[src/rtl/bus_interconnect_n_pkg.sv]
// Shared definitions for the data-bus interconnect: FSM encoding, SoC region map, error data.
package bus_interconnect_n_pkg;

  typedef enum logic [1:0] {
    StIdle   = 2'd0,
    StAccess = 2'd1,
    StResp   = 2'd2
  } bus_state_e;

  // Read data returned alongside cpu_err unless the instance overrides it.
  localparam logic [31:0] DEFAULT_ERR_RDATA = 32'h0000_0000;

  // SoC region map, slice i = region i. Lower index wins on overlap.
  localparam int unsigned SOC_NUM_REGIONS = 5;

  localparam logic [SOC_NUM_REGIONS*32-1:0] SOC_SLAVE_BASE = {
    32'h4000_0000,  // counters
    32'h3000_0000,  // uart
    32'h2000_0000,  // flash
    32'h1000_0000,  // screen
    32'h0000_0000   // ram
  };

  localparam logic [SOC_NUM_REGIONS*32-1:0] SOC_SLAVE_MASK = {
    32'hFFFF_FF00,
    32'hFFFF_FF00,
    32'hFF00_0000,
    32'hFFF0_0000,
    32'hFFFF_0000
  };

endpackage

[src/rtl/bus_addr_decoder.sv]
// Combinational base/mask address decoder with lowest-index priority and optional default slave.
module bus_addr_decoder
  import bus_interconnect_n_pkg::*;
#(
  parameter int unsigned                  NUM_SLAVES    = 8,
  parameter logic [NUM_SLAVES*32-1:0]     SLAVE_BASE    = '0,
  parameter logic [NUM_SLAVES*32-1:0]     SLAVE_MASK    = '0,
  parameter int unsigned                  DEFAULT_SLAVE = NUM_SLAVES
) (
  input  logic [31:0]                        addr,
  output logic                               hit,
  output logic [$clog2(NUM_SLAVES+1)-1:0]    idx
);

  localparam int unsigned IDX_W = $clog2(NUM_SLAVES + 1);

  // Scan from the top index down so the lowest matching region is the one left standing.
  always_comb begin
    hit = 1'b0;
    idx = '0;
    for (int i = NUM_SLAVES - 1; i >= 0; i--) begin
      if ((addr & SLAVE_MASK[i*32 +: 32]) == SLAVE_BASE[i*32 +: 32]) begin
        hit = 1'b1;
        idx = IDX_W'(i);
      end
    end
    if (!hit && (DEFAULT_SLAVE < NUM_SLAVES)) begin
      hit = 1'b1;
      idx = IDX_W'(DEFAULT_SLAVE);
    end
  end

endmodule

[src/rtl/bus_interconnect_n.sv]
// Routes one CPU data port to NUM_SLAVES regions with ready handshake, timeout and held response.
module bus_interconnect_n
  import bus_interconnect_n_pkg::*;
#(
  parameter int unsigned              NUM_SLAVES     = 8,
  parameter logic [NUM_SLAVES*32-1:0] SLAVE_BASE     = '0,
  parameter logic [NUM_SLAVES*32-1:0] SLAVE_MASK     = '0,
  parameter int unsigned              DEFAULT_SLAVE  = NUM_SLAVES,
  parameter int unsigned              TIMEOUT_CYCLES = 255,
  parameter logic [31:0]              ERR_RDATA      = DEFAULT_ERR_RDATA
) (
  input  logic                       clk,
  input  logic                       rst,
  input  logic                       cpu_req,
  input  logic                       cpu_wen,
  input  logic [31:0]                cpu_addr,
  input  logic [31:0]                cpu_wdata,
  input  logic [3:0]                 cpu_wstrb,
  input  logic                       cpu_stall,
  output logic                       cpu_busy,
  output logic                       cpu_ack,
  output logic                       cpu_err,
  output logic [31:0]                cpu_rdata,
  output logic [NUM_SLAVES-1:0]      s_ren,
  output logic [NUM_SLAVES-1:0]      s_wen,
  output logic [31:0]                s_addr,
  output logic [31:0]                s_wdata,
  output logic [3:0]                 s_wstrb,
  input  logic [NUM_SLAVES*32-1:0]   s_rdata,
  input  logic [NUM_SLAVES-1:0]      s_ready
);

  localparam int unsigned      IDX_W    = $clog2(NUM_SLAVES + 1);
  localparam int unsigned      CNT_W    = $clog2(TIMEOUT_CYCLES + 1);
  localparam logic [CNT_W-1:0] CNT_LAST = CNT_W'(TIMEOUT_CYCLES - 1);
  localparam logic [CNT_W-1:0] CNT_MAX  = {CNT_W{1'b1}};

  bus_state_e       state_q, state_d;
  logic [CNT_W-1:0] cnt_q, cnt_d;
  logic [IDX_W-1:0] idx_q, idx_d;
  logic             wen_q, wen_d;
  logic [31:0]      addr_q, addr_d;
  logic [31:0]      wdata_q, wdata_d;
  logic [3:0]       wstrb_q, wstrb_d;
  logic [31:0]      rdata_q, rdata_d;
  logic             err_q, err_d;

  logic             dec_hit;
  logic [IDX_W-1:0] dec_idx;
  logic             sel_ready;
  logic [31:0]      sel_rdata;

  bus_addr_decoder #(
    .NUM_SLAVES    (NUM_SLAVES),
    .SLAVE_BASE    (SLAVE_BASE),
    .SLAVE_MASK    (SLAVE_MASK),
    .DEFAULT_SLAVE (DEFAULT_SLAVE)
  ) u_dec (
    .addr (cpu_addr),
    .hit  (dec_hit),
    .idx  (dec_idx)
  );

  // Pick ready and read data of the latched slave; other slaves' ready is ignored.
  always_comb begin
    sel_ready = 1'b0;
    sel_rdata = '0;
    for (int unsigned i = 0; i < NUM_SLAVES; i++) begin
      if (idx_q == IDX_W'(i)) begin
        sel_ready = s_ready[i];
        sel_rdata = s_rdata[i*32 +: 32];
      end
    end
  end

  // Next-state logic: accept in idle, wait for ready or timeout, hold response while stalled.
  always_comb begin
    state_d = state_q;
    cnt_d   = cnt_q;
    idx_d   = idx_q;
    wen_d   = wen_q;
    addr_d  = addr_q;
    wdata_d = wdata_q;
    wstrb_d = wstrb_q;
    rdata_d = rdata_q;
    err_d   = err_q;
    unique case (state_q)
      StIdle: begin
        if (cpu_req) begin
          if (dec_hit) begin
            idx_d   = dec_idx;
            wen_d   = cpu_wen;
            addr_d  = cpu_addr;
            wdata_d = cpu_wdata;
            wstrb_d = cpu_wstrb;
            cnt_d   = '0;
            state_d = StAccess;
          end else begin
            rdata_d = ERR_RDATA;
            err_d   = 1'b1;
            state_d = StResp;
          end
        end
      end
      StAccess: begin
        // Ready on the final timeout cycle still wins.
        if (sel_ready) begin
          rdata_d = wen_q ? 32'h0 : sel_rdata;
          err_d   = 1'b0;
          state_d = StResp;
        end else if (cnt_q >= CNT_LAST) begin
          rdata_d = ERR_RDATA;
          err_d   = 1'b1;
          state_d = StResp;
        end else if (cnt_q != CNT_MAX) begin
          cnt_d = cnt_q + CNT_W'(1);
        end
      end
      StResp: begin
        if (!cpu_stall) state_d = StIdle;
      end
      default: state_d = StIdle;
    endcase
  end

  // State and latched transaction fields; async reset abandons any in-flight access.
  always_ff @(posedge clk or posedge rst) begin
    if (rst) begin
      state_q <= StIdle;
      cnt_q   <= '0;
      idx_q   <= '0;
      wen_q   <= 1'b0;
      addr_q  <= '0;
      wdata_q <= '0;
      wstrb_q <= '0;
      rdata_q <= '0;
      err_q   <= 1'b0;
    end else begin
      state_q <= state_d;
      cnt_q   <= cnt_d;
      idx_q   <= idx_d;
      wen_q   <= wen_d;
      addr_q  <= addr_d;
      wdata_q <= wdata_d;
      wstrb_q <= wstrb_d;
      rdata_q <= rdata_d;
      err_q   <= err_d;
    end
  end

  // Strobes decode from registered state only, so they drop as soon as reset asserts.
  always_comb begin
    s_ren = '0;
    s_wen = '0;
    if (state_q == StAccess) begin
      for (int unsigned i = 0; i < NUM_SLAVES; i++) begin
        if (idx_q == IDX_W'(i)) begin
          s_ren[i] = ~wen_q;
          s_wen[i] = wen_q;
        end
      end
    end
  end

  assign cpu_busy  = (state_q != StIdle);
  assign cpu_ack   = (state_q == StResp);
  assign cpu_err   = err_q;
  assign cpu_rdata = rdata_q;
  assign s_addr    = addr_q;
  assign s_wdata   = wdata_q;
  assign s_wstrb   = wstrb_q;

endmodule

[config.mk]
export PLATFORM = sky130hd
export DESIGN_NAME = bus_interconnect_n
export DESIGN_NICKNAME = d
export VERILOG_FILES = /design/src/rtl/bus_interconnect_n_pkg.sv /design/src/rtl/bus_addr_decoder.sv /design/src/rtl/bus_interconnect_n.sv
export SDC_FILE = /design/constraint.sdc
export NUM_CORES = 1
export LEC_CHECK = 0
export CAP_MARGIN = 10
export CELL_PAD_IN_SITES_DETAIL_PLACEMENT = 0
export CELL_PAD_IN_SITES_GLOBAL_PLACEMENT = 1
export CORE_AREA = 2 2 177 179
export CTS_CLUSTER_SIZE = 30
export DETAILED_ROUTE_END_ITERATION = 8
export DIE_AREA = 0 0 179 181
export GPL_ROUTABILITY_DRIVEN = 0
export GPL_TIMING_DRIVEN = 0
export PLACE_DENSITY = 0.87
export SYNTH_ARGS = -nofsm -noshare
export SYNTH_HDL_FRONTEND = slang
export SYNTH_HIERARCHICAL = 1
export SYNTH_SLANG_ARGS = --single-unit
[constraint.sdc]
create_clock -name clk -period 5.4 [get_ports clk]
set_clock_uncertainty 0.1 [all_clocks]
set_input_delay 1.35 -clock clk [delete_from_list [all_inputs] [get_ports clk]]
set_output_delay 1.35 -clock clk [all_outputs]
set_load 0.005 [all_outputs]
[Word-level counts from Yosys, hierarchy flattened]
Index checks and enable logic that the tools add are counted.
Word-level totals
  register bits: 112
  bits of input ports: 337
  output and inout bits: 119
  word-level logic and storage cells: 45
Operators by class
  $add $sub $neg: 1
  order comparisons: 1
  equal/unequal tests: 9
  mux-type cells: 17
  bitwise gates (word level): 1
  reductions and logical operators: 8
Operators by type and width (number)
  two-way mux 32 bit: 3
  two-way mux 8 bit: 4
  case mux 8 bit (2 select lines): 1
  != test 2 bit (second input constant): 5
  adder 8 x 1 -> 8 bit (second input constant): 1
  >= comparator 8 bit (second input constant): 1
  two-way mux 2 bit: 4
  != test 8 bit (second input constant): 1
  case mux 2 bit (3 select lines): 1
  nonzero test 2 bit: 3
  AND reduction 5 bit: 1
  two-way mux 1 bit: 4
  AND reduction 2 bit: 2
  != test 3 bit (second input constant): 1
  AND reduction 3 bit: 1
  equality test 2 x 1 -> 1 bit (second input constant): 1
  equality test 2 bit (second input constant): 1
  logical NOT 2 bit: 1
  inverter 1 bit: 1

[Logic depth before layout (Yosys ltp)]
Gate-level depths: netlist of the first run.
  depth after elaboration: 5
  gate-level depth with buffers: 8
  mapped depth without buffers: 7

[Cells and area by module]
Netlist of the first run, hierarchy kept.
By module, submodules not included
  bus_interconnect_n: times used 1, cells an instance 822, area each 7015.5 µm², sequential area each 2902.8 µm²
  bus_addr_decoder: times used 1, cells an instance 7, area each 45.0 µm², sequential area each 0.0 µm²

[Least setup slack after synthesis of the first run]
Ideal clock, no wire load.
  path kind: flip-flop to output port
  start point: reg idx_q[0] (netlist name)
  end point: out s_wen[1] (netlist name)
  arrival: 1339 ps
  data required time: 3950 ps
  slack: 2611 ps
  stages on the path, launching flop included: 6
  buffers on the path: 3
  cell sequence: dfrtp_1 buf_6 clkbuf_1 clkbuf_1 nand4b_1 nor3_1

==> results of run 1 <==
## worst paths after layout
| path | startpoint | to | slack, ns | depth (start not counted) |
|---|---|---|---|---|
| max in group asynchronous | rst | state_q[0] | 3.24 | 3 |
| worst min register to register | s_addr[7] | s_addr[7] | 0.37 | 2 |
| worst min-delay path | s_addr[7] | s_addr[7] | 0.37 | 2 |
| min in group asynchronous | rst | s_wdata[2] | 1.20 | 2 |
| worst max register to register | idx_q[0] | cpu_rdata[0] | 2.77 | 8 |
| worst max-delay path | idx_q[0] | s_wen[1] | 0.60 | 6 |
## critical path: stages (launching register included)
cell             delay, ns
dfrtp_1               0.39
buf_6                 0.19
clkbuf_1              0.50
clkbuf_1              0.58
nand4b_1              0.47
nor3_1                0.27
clkdlybuf4s50_1       0.54
## metrics by stage
stage               cells  power [uW]  utilization, %  hold WS, ns  setup TNS (ns)
floorplan             832        3248               -       0.3410               0
global placement     1683        4920           39.94       0.3571         -147.50
detailed placement   1684        4971           40.05       0.3612               0
CTS                  1716        6232           42.06       0.3774               0
global route         1718        6588           42.07       0.3960               0
finish               1719        6145           42.08       0.3747               0
## cells by family after synthesis
kind of cell             count (synthesis)  synth area share [%]
AND/OR/NAND/NOR                        414                 25.70
AO/OA/AOI/OAI                          184                 16.02
flip-flops                             116                 41.11
buffers and inverters                   74                 5.795
multiplexers                            37                 10.92
adder cells (fa/ha/maj)                  2                0.3544
other                                    2                0.1064
## layout by cell type (no fill, tap or decap), types with 5 or more instances in the layout
master and n:
dfrtp_1 116, clkbuf_1 39, inv_6 7, clkbuf_16 17, buf_4 10, o21ai_0 37
nor2_1 15, buf_6 9, nand2_1 296, nand2b_1 38, o22ai_1 32, nor3_1 7
a21oi_1 68, o21ai_2 31, mux2i_1 5, mux4_2 32, nand3_1 36, conb_1 5
clkdlybuf4s50_1 455
## Yosys cell counts, types with 2 or more instances
master and instances:
nand2b_1 38, o21ai_2 31, or3b_1 2, mux4_2 32, nor3_1 7, a21oi_1 68
nand3_1 36, clkbuf_1 39, buf_2 4, dlygate4sd1_1 2, ha_1 2, nor2_1 15
and3_1 2, or3_1 2, mux2i_1 5, inv_1 4, nand4_1 2, o21ai_0 37
a21oi_2 2, o211ai_2 2, nand2_1 296, o211ai_1 3, conb_1 2, buf_1 4
dfrtp_1 116, buf_6 9, o22ai_1 32, buf_4 10, nor2b_1 2, o21a_1 2
## state kept, by name (all words and copies together), names as in the netlist
signal and flops:
cnt_q 8, cpu_err 1, cpu_rdata 32, idx_q 4
s_addr 32, s_wdata 32, s_wstrb 4, state_q 2
wen_q 1
## layout make-up
| class | instances | area (um2) |
|---|---|---|
| tap | 396 | 495.5 |
| sequential | 116 | 2903 |
| buffer | 70 | 394.1 |
| clock inverter | 15 | 183.9 |
| inverter | 4 | 20.02 |
| multi-input combinational | 642 | 3760 |
| clock buffer | 17 | 425.4 |
| antenna | 3 | 7.507 |
| fill | 2990 | 17580 |
| timing repair buffer | 456 | 4582 |
## power groups by stage
stage,logic (uW),clock network (uW),registers (uW)
2_1_floorplan,1740,0,1510
3_3_place_gp,3430,0,1490
3_5_place_dp,3460,0,1510
4_1_cts,3480,1260,1500
5_1_grt,3750,1290,1550
6_report,3430,1220,1500
## per-layer routing
metal / GRT usage [%] / routed length (um) / vias up
li1: - / - / 3811
met4: 5.724 / 689 / 0
met2: 36.35 / 17000 / 344
met1: 24.83 / 14010 / 3805
met5: 0 / 0 / -
met3: 6.208 / 3003 / 38
==> flow_summary_export.csv, run 1 <==
group,metric,value,unit
outcome,status,"finished clean",
route,wl_per_cell,20.18,um
floorplanning,io_pins,456,
synth,yosys.area.top_type,"dfrtp_1",
placement,io_buffers,455,
timing,slew_violations,0,
clock_tree,cts_buffers,17,
synth,synthArstFlopShare,100.0,%
synth,syn_area_per_cell,8.517,um2
global_routing,globalRouteTotalUtil,20.91,%
worst_setup_path,crit_path_max_fanout,10,
synth,syn_area,0.007061,mm2
final_layout,fin_area,0.01277,mm2
floorplanning,die_w,179,um
clock_tree,clkSlewWorstSetupHoldPaths,0.07,ns
route,vias,7998,
worst_setup_path,endpoint_kind,"output pin",
route,first_pass_iters,5,
placement,dp_hpwl,27.57,mm
timing,slew_headroom,48.11,%
floorplanning,dieArea,0.03240,mm2
timing,hold_viol,0,
worst_setup_path,cp.arrival,3.35,ns
synth,synthFlopType,"dfrtp_1",
floorplanning,fp.dieH,181,um
timing,setup_viol,0,
power_and_ir_drop,leakagePower,0.005220,uW
global_routing,grt_pass1_vias,8206,
power_and_ir_drop,power.density,481.2,mW/mm2
timing,fin_crit_sh,88.94,%
timing,fmax,208.2,MHz
worst_setup_path,crit_required,3.95,ns
clock_tree,clk_latency,0.42,ns
run,cap_viol_max_count,0,
route,vias_per_cell,4.653,
worst_setup_path,crit_path_start_kind,"flip-flop",
synth,synth_edf_count,0,
synth,syn_inst,829,
timing,finalCriticalPeriod,4.803,ns
clock_tree,cts_resized,0,
synth,ys_seq_area_share,41.11,%
clock_tree,hold_buffers,0,
synth,ys_ff_latch,116,
timing,setup_ws,0.5972,ns
power_and_ir_drop,p_clk_share,19.8,%
power_and_ir_drop,internal_power,3637,uW
synth,synth-warning-count,6,
power_and_ir_drop,seqPwrFrac,24.3,%
route,ant_nets,0,
clock_tree,clkSinkCount,116,
power_and_ir_drop,switching_share,40.81,%
placement,dpl_cell_area,0.01215,mm2
worst_hold_path,hold_path_class,"flip-flop to flip-flop",
global_routing,grt_pass1_wl,50.08,mm
floorplanning,row_count,64,
global_routing,grt_max_degree,79,
worst_setup_path,critical_path_class,"flip-flop to output pin",
floorplanning,core_area,0.03035,mm2
floorplanning,start_util,23.26,%
synth,yosysTopAreaCellShare,41.11,%
clock_tree,cts_root_buf,"clkbuf_16",
global_routing,antenna_found_initial,3,
final_layout,nNetsFinal,1646,
route,first_iter_violations,379,
power_and_ir_drop,peakVddDrop,0.0002319,V
synth,yosys-top-cells-area,"dfrtp_1, nand2_1, mux4_2",
power_and_ir_drop,combPwrFrac,55.8,%
route,routed_wl,34.70,mm
clock_tree,htree_levels,4,
final_layout,drive_above_1_share,10.15,%
final_layout,area_growth,80.88,%
synth,synth_cell_types,51,
global_routing,grt-ovfl-total,0,
timing,worstMarginPinSlew,0.7784,ns
route,drc_errors,0,
timing,rsz0062_at_grt,"false",
clock_tree,cts_tree,"done",
placement,dpl_worst_slack,1.064,ns
clock_tree,post_cts_buffers,0,
clock_tree,clock_path_buffers,2,
power_and_ir_drop,p_switching,2508,uW
Power figures use the tool's default switching activity.
==> run 2: changes to the inputs <==
- PLACE_DENSITY: 0.87 -> 0.84
==> run 2 against run 1 <==
Clock-buffer cell count unchanged. Largest power group unchanged. Routed wire length grew 2.2%. Critical path depth unchanged. Utilization about the same. Hold slack worse by 0.0036 ns. Sequential share of layout area barely moved. Fmax is 3.8% higher. Sequential power hardly changed.
==> flow_summary_export.csv, run 2 (same netlist as run 1, synthesis figures left out) <==
group,metric,value,unit
final_layout,final_common_cell,"clkdlybuf4s50_1",
worst_setup_path,crit_required,3.95,ns
route,routed_wl,35.47,mm
floorplanning,dieArea,0.03240,mm2
route,wl_per_cell,20.66,um
worst_hold_path,hold_path_class,"flip-flop to flip-flop",
route,first_iter_violations,399,
global_routing,grt-ovfl-total,0,
final_layout,nNetsFinal,1646,
clock_tree,cts_tree,"done",
worst_setup_path,cpPeakStageDelay,0.54,ns
clock_tree,cts_buffers,17,
floorplanning,core_area,0.03035,mm2
placement,dpl.cell_count,1684,
clock_tree,post_cts_buffers,0,
worst_setup_path,rrSetupSlack,2.87,ns
floorplanning,fp.dieH,181,um
final_layout,area_growth,80.79,%
worst_setup_path,endpoint_kind,"output pin",
global_routing,busiest_layer,"met2",
timing,fmax,216.2,MHz
timing,slew_violations,0,
power_and_ir_drop,power.density,481.4,mW/mm2
clock_tree,hold_buffers,0,
final_layout,final_util,42.06,%
worst_setup_path,crit_path_start_kind,"flip-flop",
worst_setup_path,critical_path_class,"flip-flop to output pin",
global_routing,antenna_found_initial,2,
final_layout,layout_common_cells,"clkdlybuf4s50_1, nand2_1, dfrtp_1, a21oi_1, clkbuf_1",
clock_tree,htree_levels,4,
route,first_pass_iters,5,
power_and_ir_drop,leakagePower,0.005217,uW
floorplanning,start_util,23.26,%
final_layout,drive_above_1_share,10.15,%
floorplanning,die_w,179,um
clock_tree,cts_root_buf,"clkbuf_16",
outcome,status,"finished clean",
clock_tree,cts_resized,0,
clock_tree,clk_latency,0.43,ns
route,vias_per_cell,4.645,
global_routing,grt_pass1_wl,51.74,mm
timing,finalCriticalPeriod,4.625,ns
worst_setup_path,cp.arrival,3.18,ns
timing,worstMarginPinSlew,0.7363,ns
run,cap_viol_max_count,0,
route,ant_nets,0,
global_routing,grt.met2_usage,37.75,%
timing,setup_viol,0,
worst_setup_path,crit_path_top_delay_cell,"clkbuf_1",
power_and_ir_drop,peakVddDrop,0.0002194,V
timing,fin_crit_sh,85.65,%
timing,fin_hold_ws,0.3711,ns
worst_setup_path,crit_path_max_fanout,10,
global_routing,met1_usage,25.42,%
worst_setup_path,cpMostUsedCell,"clkbuf_1",
timing,rsz0062_at_grt,"false",
placement,io_buffers,455,
worst_setup_path,cp_cell_sequence,"buf_6, clkbuf_1, clkbuf_1, nand4b_1, nor3_1, clkdlybuf4s50_1",
placement,dp_hpwl,28.31,mm
route,drc_errors,0,
clock_tree,clkSinkCount,116,
final_layout,final_cells,1717,
timing,hold_viol,0,
floorplanning,io_pins,456,
global_routing,grt_max_degree,74,
clock_tree,clkSlewWorstSetupHoldPaths,0.06,ns
global_routing,met3_usage,6.355,%
floorplanning,row_count,64,
timing,slew_headroom,50.91,%
route,vias,7976,
global_routing,grt_pass1_vias,8278,
clock_tree,clock_path_buffers,2,
global_routing,globalRouteTotalUtil,21.59,%
final_layout,fillers,3017,
[run 2: cell types whose count changed in the layout (fill, tap and decap cells not counted), sizes merged]
cell      change
inv           +1
diode         -2
clkinvlp      +1
clkinv        -2
[run 2: through the flow]
stage                     setup slack (ns)  instance area, um2  setup TNS (ns)  total power (uW)
after global placement              -1.271               12120         -146.31              4927
after global routing                0.5198               12760               0              6602
final                               0.7747               12760               0              6145
after detailed placement             1.151               12150               0              4967
after CTS                           0.6740               12760               0              6231
after floorplan                     0.8776                7072               0              3248
[run 2: path summary, 6_finish.rpt]
kind / startpoint / to / depth (start not counted)
min in group asynchronous: rst / s_wdata[5] / 2
worst min-delay path: s_addr[22] / s_addr[22] / 2
worst max-delay path: idx_q[0] / s_wen[1] / 6
max in group asynchronous: rst / cpu_rdata[4] / 3
worst max register to register: idx_q[0] / cpu_rdata[4] / 8
worst min register to register: s_addr[22] / s_addr[22] / 2
[run 2: final cells by class]
class / count / area (um2) / area share (%)
antenna: 1 / 2.502 / 0.01960
buffer: 70 / 394.1 / 3.088
clock buffer: 17 / 425.4 / 3.333
clock inverter: 15 / 182.7 / 1.431
inverter: 4 / 20.02 / 0.1568
multi-input combinational: 642 / 3760 / 29.46
sequential: 116 / 2903 / 22.74
tap: 396 / 495.5 / 3.882
timing repair buffer: 456 / 4582 / 35.90
[run 2: routing by layer]
layer  up-vias  share of wire, %
met1      3815                40
li1       3800                 -
met3        33               8.6
met4         2               2.1
met5         -             0.037
met2       326                49
[run 2: where the power goes]
part	switching (uW)	leakage (uW)	total [uW]	internal (uW)
Combinational	1740	0.00342	3410	1680
Clock	519	0.000298	1220	705
Sequential	254	0.00149	1510	1250
[run 2: worst max-delay path, delay by kind of cell (launching register included)]
family | cells | cell delay, ns
buffers and inverters | 4 | 1.75
flip-flops | 1 | 0.38
AND/OR/NAND/NOR | 2 | 0.61
